$ cat src/rtl/duck_motion_ctrl.sv
// Per-frame erase / step / redraw sequencer for one duck sprite.
// Optional falling-duck behaviour is enabled by defining DUCK_FALL_EN.
module duck_motion_ctrl #(
    parameter int X_MAX   = 152,
    parameter int Y_MAX   = 112,
    parameter int X_START = 0,
    parameter int Y_START = 56,
    parameter int STEP    = 1
) (
    input  logic       clk,
    input  logic       reset_n,
    input  logic       frame_tick,
    input  logic       hit,
    input  logic       draw_ready,
    output logic       draw_req,
    output logic       draw_erase,
    output logic [7:0] x_out,
    output logic [6:0] y_out,
    output logic       dir_x,
    output logic       dir_y,
    output logic       fallen
);

    typedef enum logic [2:0] {
        S_IDLE,
        S_ERASE,
        S_MOVE,
        S_DRAW
`ifdef DUCK_FALL_EN
        , S_DONE
`endif
    } state_t;

    localparam logic [8:0] STEP9 = 9'(STEP);
    localparam logic [8:0] XMAX9 = 9'(X_MAX);
    localparam logic [8:0] YMAX9 = 9'(Y_MAX);
    localparam logic [7:0] X0    = 8'(X_START);
    localparam logic [6:0] Y0    = 7'(Y_START);

    state_t     state, state_n;
    logic       tick_prev;
    logic       pending, pending_n;
    logic       frame, accept, falling;
    logic [7:0] x, x_n, x_out_n;
    logic [6:0] y, y_n, y_out_n;
    logic       dir_x_n, dir_y_n;
    logic       req_n, erase_n;

    logic [8:0] x9, y9, nx9, ny9, fy9;
    logic [7:0] step_x;
    logic [6:0] step_y, fall_y;
    logic       step_dx, step_dy;

    assign frame  = frame_tick & ~tick_prev;
    assign accept = draw_req & draw_ready;
    assign x9     = {1'b0, x};
    assign y9     = {2'b00, y};
    assign fy9    = y9 + (STEP9 << 1);
    assign fall_y = (fy9 >= YMAX9) ? YMAX9[6:0] : fy9[6:0];

    // Bounce: clamp to the wall and reverse instead of wrapping.
    always_comb begin
        nx9     = dir_x ? x9 + STEP9 : x9 - STEP9;
        ny9     = dir_y ? y9 + STEP9 : y9 - STEP9;
        step_x  = nx9[7:0];
        step_dx = dir_x;
        step_y  = ny9[6:0];
        step_dy = dir_y;
        if (dir_x && nx9 >= XMAX9) begin
            step_x  = XMAX9[7:0];
            step_dx = 1'b0;
        end else if (!dir_x && x9 < STEP9) begin
            step_x  = '0;
            step_dx = 1'b1;
        end
        if (dir_y && ny9 >= YMAX9) begin
            step_y  = YMAX9[6:0];
            step_dy = 1'b0;
        end else if (!dir_y && y9 < STEP9) begin
            step_y  = '0;
            step_dy = 1'b1;
        end
    end

    always_comb begin
        state_n   = state;
        pending_n = pending;
        x_n       = x;
        y_n       = y;
        dir_x_n   = dir_x;
        dir_y_n   = dir_y;
        req_n     = draw_req;
        erase_n   = draw_erase;
        x_out_n   = x_out;
        y_out_n   = y_out;
        unique case (state)
            S_IDLE: begin
                if (pending || frame) begin
                    state_n   = S_ERASE;
                    req_n     = 1'b1;
                    erase_n   = 1'b1;
                    x_out_n   = x;
                    y_out_n   = y;
                    pending_n = pending & frame;
                end
            end
            S_ERASE: begin
                if (frame) pending_n = 1'b1;
                if (accept) begin
                    state_n = S_MOVE;
                    req_n   = 1'b0;
                end
            end
            S_MOVE: begin
                if (frame) pending_n = 1'b1;
                if (falling) begin
                    y_n = fall_y;
                end else begin
                    x_n     = step_x;
                    y_n     = step_y;
                    dir_x_n = step_dx;
                    dir_y_n = step_dy;
                end
                state_n = S_DRAW;
                req_n   = 1'b1;
                erase_n = 1'b0;
                x_out_n = falling ? x : step_x;
                y_out_n = falling ? fall_y : step_y;
            end
            S_DRAW: begin
                if (frame) pending_n = 1'b1;
                if (accept) begin
                    state_n = S_IDLE;
                    req_n   = 1'b0;
`ifdef DUCK_FALL_EN
                    if (falling && y == YMAX9[6:0]) state_n = S_DONE;
`endif
                end
            end
`ifdef DUCK_FALL_EN
            S_DONE: begin
                pending_n = 1'b0;
            end
`endif
            default: begin
                state_n = S_IDLE;
                req_n   = 1'b0;
            end
        endcase
    end

    always_ff @(posedge clk or negedge reset_n) begin
        if (!reset_n) begin
            state      <= S_IDLE;
            tick_prev  <= 1'b0;
            pending    <= 1'b0;
            x          <= X0;
            y          <= Y0;
            dir_x      <= 1'b1;
            dir_y      <= 1'b0;
            draw_req   <= 1'b0;
            draw_erase <= 1'b0;
            x_out      <= X0;
            y_out      <= Y0;
        end else begin
            state      <= state_n;
            tick_prev  <= frame_tick;
            pending    <= pending_n;
            x          <= x_n;
            y          <= y_n;
            dir_x      <= dir_x_n;
            dir_y      <= dir_y_n;
            draw_req   <= req_n;
            draw_erase <= erase_n;
            x_out      <= x_out_n;
            y_out      <= y_out_n;
        end
    end

`ifdef DUCK_FALL_EN
    logic hit_latched;

    assign falling = hit_latched;

    always_ff @(posedge clk or negedge reset_n) begin
        if (!reset_n) begin
            hit_latched <= 1'b0;
            fallen      <= 1'b0;
        end else begin
            if (hit) hit_latched <= 1'b1;
            if (state_n == S_DONE) fallen <= 1'b1;
        end
    end
`else
    logic unused_hit;

    assign unused_hit = hit;
    assign falling    = 1'b0;
    assign fallen     = 1'b0;
`endif

endmodule

$ cat config.mk
export PLATFORM = sky130hd
export DESIGN_NAME = duck_motion_ctrl
export DESIGN_NICKNAME = d
export VERILOG_FILES = /design/src/rtl/duck_motion_ctrl.sv
export SDC_FILE = /design/constraint.sdc
export NUM_CORES = 1
export LEC_CHECK = 0
export ABC_AREA = 1
export CAP_MARGIN = 30
export CORE_ASPECT_RATIO = 1.4
export CORE_MARGIN = 2
export CORE_UTILIZATION = 60
export CTS_CLUSTER_SIZE = 40
export DETAILED_ROUTE_END_ITERATION = 12
export GPL_TIMING_DRIVEN = 0
export PLACE_DENSITY_LB_ADDON = 0.05
export REMOVE_ABC_BUFFERS = 1
export SLEW_MARGIN = 20
export SYNTH_ARGS = -nofsm -noshare
export SYNTH_HDL_FRONTEND = slang
export SYNTH_SLANG_ARGS = --single-unit
export TNS_END_PERCENT = 10
$ cat constraint.sdc
create_clock -name clk -period 4.25 [get_ports clk]
set_input_delay 1.275 -clock clk [delete_from_list [all_inputs] [get_ports clk]]
set_output_delay 1.275 -clock clk [all_outputs]
set_load 0.005 [all_outputs]
==> flow_summary.json <==
{
  "p_leak_nw": 1.35,
  "die-area_mm2": 0.00421,
  "core_area_mm2": 0.00361,
  "combPwrFrac_pct": 51.5,
  "fin_crit_sh_pct": 69.2,
  "grt_usage_pct": 24.0,
  "tightest_slew_ns": 0.758,
  "synth_xor_area_share_pct": 3.49,
  "grt_pass1_wl_um": 8180,
  "clock_latency_ns": 0.29,
  "routabilityCongestion": 0.893,
  "rows": 26,
  "maxSlewHeadroom_pct": 49.4,
  "start_util_pct": 61.5,
  "multi_input_area_mm2": 0.00110,
  "final_cells": 351,
  "cp-start-kind": "primary input",
  "max_freq_mhz": 340,
  "drt_iter0_drc": 53,
  "cts_tree": "built",
  "seqPwrFrac_pct": 33.4,
  "dieHeight_um": 76.0,
  "hold_buffers": 0,
  "nets": 322,
  "synth.cell_area_mm2": 0.00222,
  "p_per_area_mw_per_mm2": 819,
  "cp-end-kind": "flip-flop",
  "io_buffer_count": 22,
  "ys_top_cells_by_area": "dfrtp_1, nand2_1, dfstp_2",
  "synthAdderAreaFrac_pct": 5.07,
  "cap_violations": 0,
  "yosysUniqueCellTypes": 35,
  "synthMuxAreaShare_pct": 0,
  "route.detailed.drc": 0,
  "cts-buffers-inserted": 5,
  "synth_seq_cells": 38,
  "ant_nets": 0,
  "dr.pass1.iters": 4,
  "yosysWarnings": 0,
  "outcome": "completed",
  "peakVddDrop_v": 0.000544,
  "routed_wl_um": 4720,
  "cts_max_level": 2,
  "grt_pass1_vias": 1937,
  "cts_resized": 0,
  "cts.sinks": 38,
  "arrival_ns": 3.12,
  "worst-setup-path-type": "primary input to flip-flop",
  "synth_compound_area_share_pct": 9.24,
  "post-route-min-period_ns": 2.94,
  "die_x_um": 55.4,
  "hpwl_um": 3360,
  "avgSynthCellArea_um2": 7.76,
  "seq_area_um2": 960,
  "syn_inst": 286,
  "synthArstFlopShare_pct": 100,
  "yosysTopAreaCell": "dfrtp_1",
  "wl_per_cell_um": 13.4,
  "final-hold-violation-count": 0,
  "antenna_found_initial": 0,
  "nFillCells": 301,
  "vias": 1896,
  "final-setup-viol-count": 0,
  "cts_buffer_depth": 2,
  "p_switching_mw": 0.940,
  "grt_start_max_net_pins": 23,
  "clkPwrFrac_pct": 15.0,
  "required_ns": 4.42,
  "drive_gt1_share_pct": 12.0,
  "ioPinCount": 25,
  "viasPerCell": 5.40,
  "crit_fanout": 18,
  "ys_seq_area_share_pct": 43.2,
  "antenna_cells": 0,
  "fin_skew_ns": 0.00706,
  "swShare_pct": 44.4,
  "synth_ff_type": "dfrtp_1",
  "synth.most_common_cell": "nand2_1",
  "rsz0062_at_grt": "false",
  "synthSimpleGateAreaFrac_pct": 31.3,
  "placedCellCount": 343,
  "p_int_mw": 1.18,
  "post_cts_buffers": 0,
  "synth_top_family_by_area": "simple AND/OR/NAND/NOR gates",
  "drv_slew": 0,
  "clkTransAtPathRegs_ns": 0.07,
  "cts.root.buffer_cell": "clkbuf_8",
  "yosys-top-cells-count": "nand2_1, dfrtp_1, inv_1, nand3_1, nor2_1",
  "hp-class": "flip-flop to flip-flop",
  "area.growth.synth_to_final_pct": 16.5,
  "tns_ns": 0,
  "synth_edf_count": 0,
  "grt_overflow": 0,
  "netlist.area_leader.share_pct": 34.9
}
[placed cells by master (no fill, tap or decap), types with 2 or more instances in the layout]
master | synthesis | layout
clkbuf_8 | 1 | 6
nor3_1 | 2 | 2
xnor2_1 | 2 | 2
dfstp_2 | 7 | 7
o21ai_1 | 3 | 2
ha_1 | 9 | 9
a21boi_0 | 2 | 2
a21oi_1 | 6 | 6
inv_1 | 30 | 30
nor2_2 | 4 | 4
dfrtp_1 | 31 | 31
nand4_1 | 4 | 4
nand2_4 | 2 | 2
nand2_1 | 100 | 100
xor2_1 | 5 | 5
o21ai_0 | 6 | 6
o21ai_2 | 3 | 4
nand2_2 | 5 | 5
clkdlybuf4s50_1 | 0 | 21
a22oi_1 | 5 | 5
o211ai_1 | 3 | 3
nand3_1 | 23 | 23
nor2_1 | 16 | 16
[power groups by stage]
stage	Sequential [mW]	Combinational, mW	Clock, mW
after floorplan	0.685	0.722	0
after global placement	0.707	1.05	0
after detailed placement	0.709	1.09	0
after CTS	0.706	1.10	0.320
after global routing	0.734	1.24	0.334
final	0.708	1.09	0.318
[routing by layer]
metal | track usage (%) | part of all wire, % | vias up
met5 | 0 | 0 | -
met4 | 9.27 | 1.9 | 0
met3 | 4.61 | 3.4 | 11
met2 | 44.0 | 55 | 40
met1 | 26.8 | 40 | 891
li1 | - | - | 954
[kinds of logic (layout without fill, tap and decap cells)]
| group | after synthesis | after routing |
|---|---|---|
| other | 1 | 1 |
| flip-flops | 38 | 38 |
| adder cells (fa/ha/maj) | 9 | 9 |
| XOR/XNOR | 8 | 8 |
| AND/OR/NAND/NOR | 159 | 159 |
| AO/OA/AOI/OAI | 32 | 32 |
| buffers and inverters | 39 | 62 |
[registers in the layout, summed over array words and instances, names as in the netlist]
| name | flops |
|---|---|
| x_out | 8 |
| dir_y | 1 |
| draw_req | 1 |
| pending | 1 |
| state | 2 |
| draw_erase | 1 |
| tick_prev | 1 |
| x | 8 |
| y | 7 |
| dir_x | 1 |
| y_out | 7 |
[final timing paths]
kind | startpoint | end | slack (ns) | cells after the start
hold / removal | y_out[5] | y_out[5] | 0.47 | 2
setup / recovery | frame_tick | state[0] | 1.31 | 7
hold reg to reg | y_out[5] | y_out[5] | 0.47 | 2
min in group asynchronous | reset_n | x_out[5] | 0.93 | 1
max in group asynchronous | reset_n | y_out[4] | 2.78 | 2
setup reg to reg | state[0] | y_out[4] | 1.51 | 8
[final cells by class]
type	instances	area share [%]
clock inverter	1	1.16
tap	42	2.03
clock buffer	7	3.34
inverter	31	4.50
sequential	38	37.1
multi-input combinational	209	42.4
timing repair buffer	23	9.39
[stage by stage]
step	hold slack [ns]	total power, mW	utilization (%)	setup WS (ns)	area (um^2)
final	0.470	2.12	71.6	1.31	2580
after global routing	0.483	2.31	71.6	1.07	2580
after CTS	0.473	2.12	71.6	1.25	2580
after detailed placement	0.461	1.80	68.4	0.939	2470
after global placement	0.455	1.75	67.6	0.387	2440
after floorplan	0.457	1.41	-	1.60	2170
[critical path, stage by stage]
cell and delay (ns):
clkdlybuf4s50_1 0.44, a21oi_1 0.19, nand2_1 0.10, o21ai_2 0.30
inv_1 0.49, nand2_1 0.21, o21ai_0 0.09
Note: power is estimated with default switching activity, not from simulation.
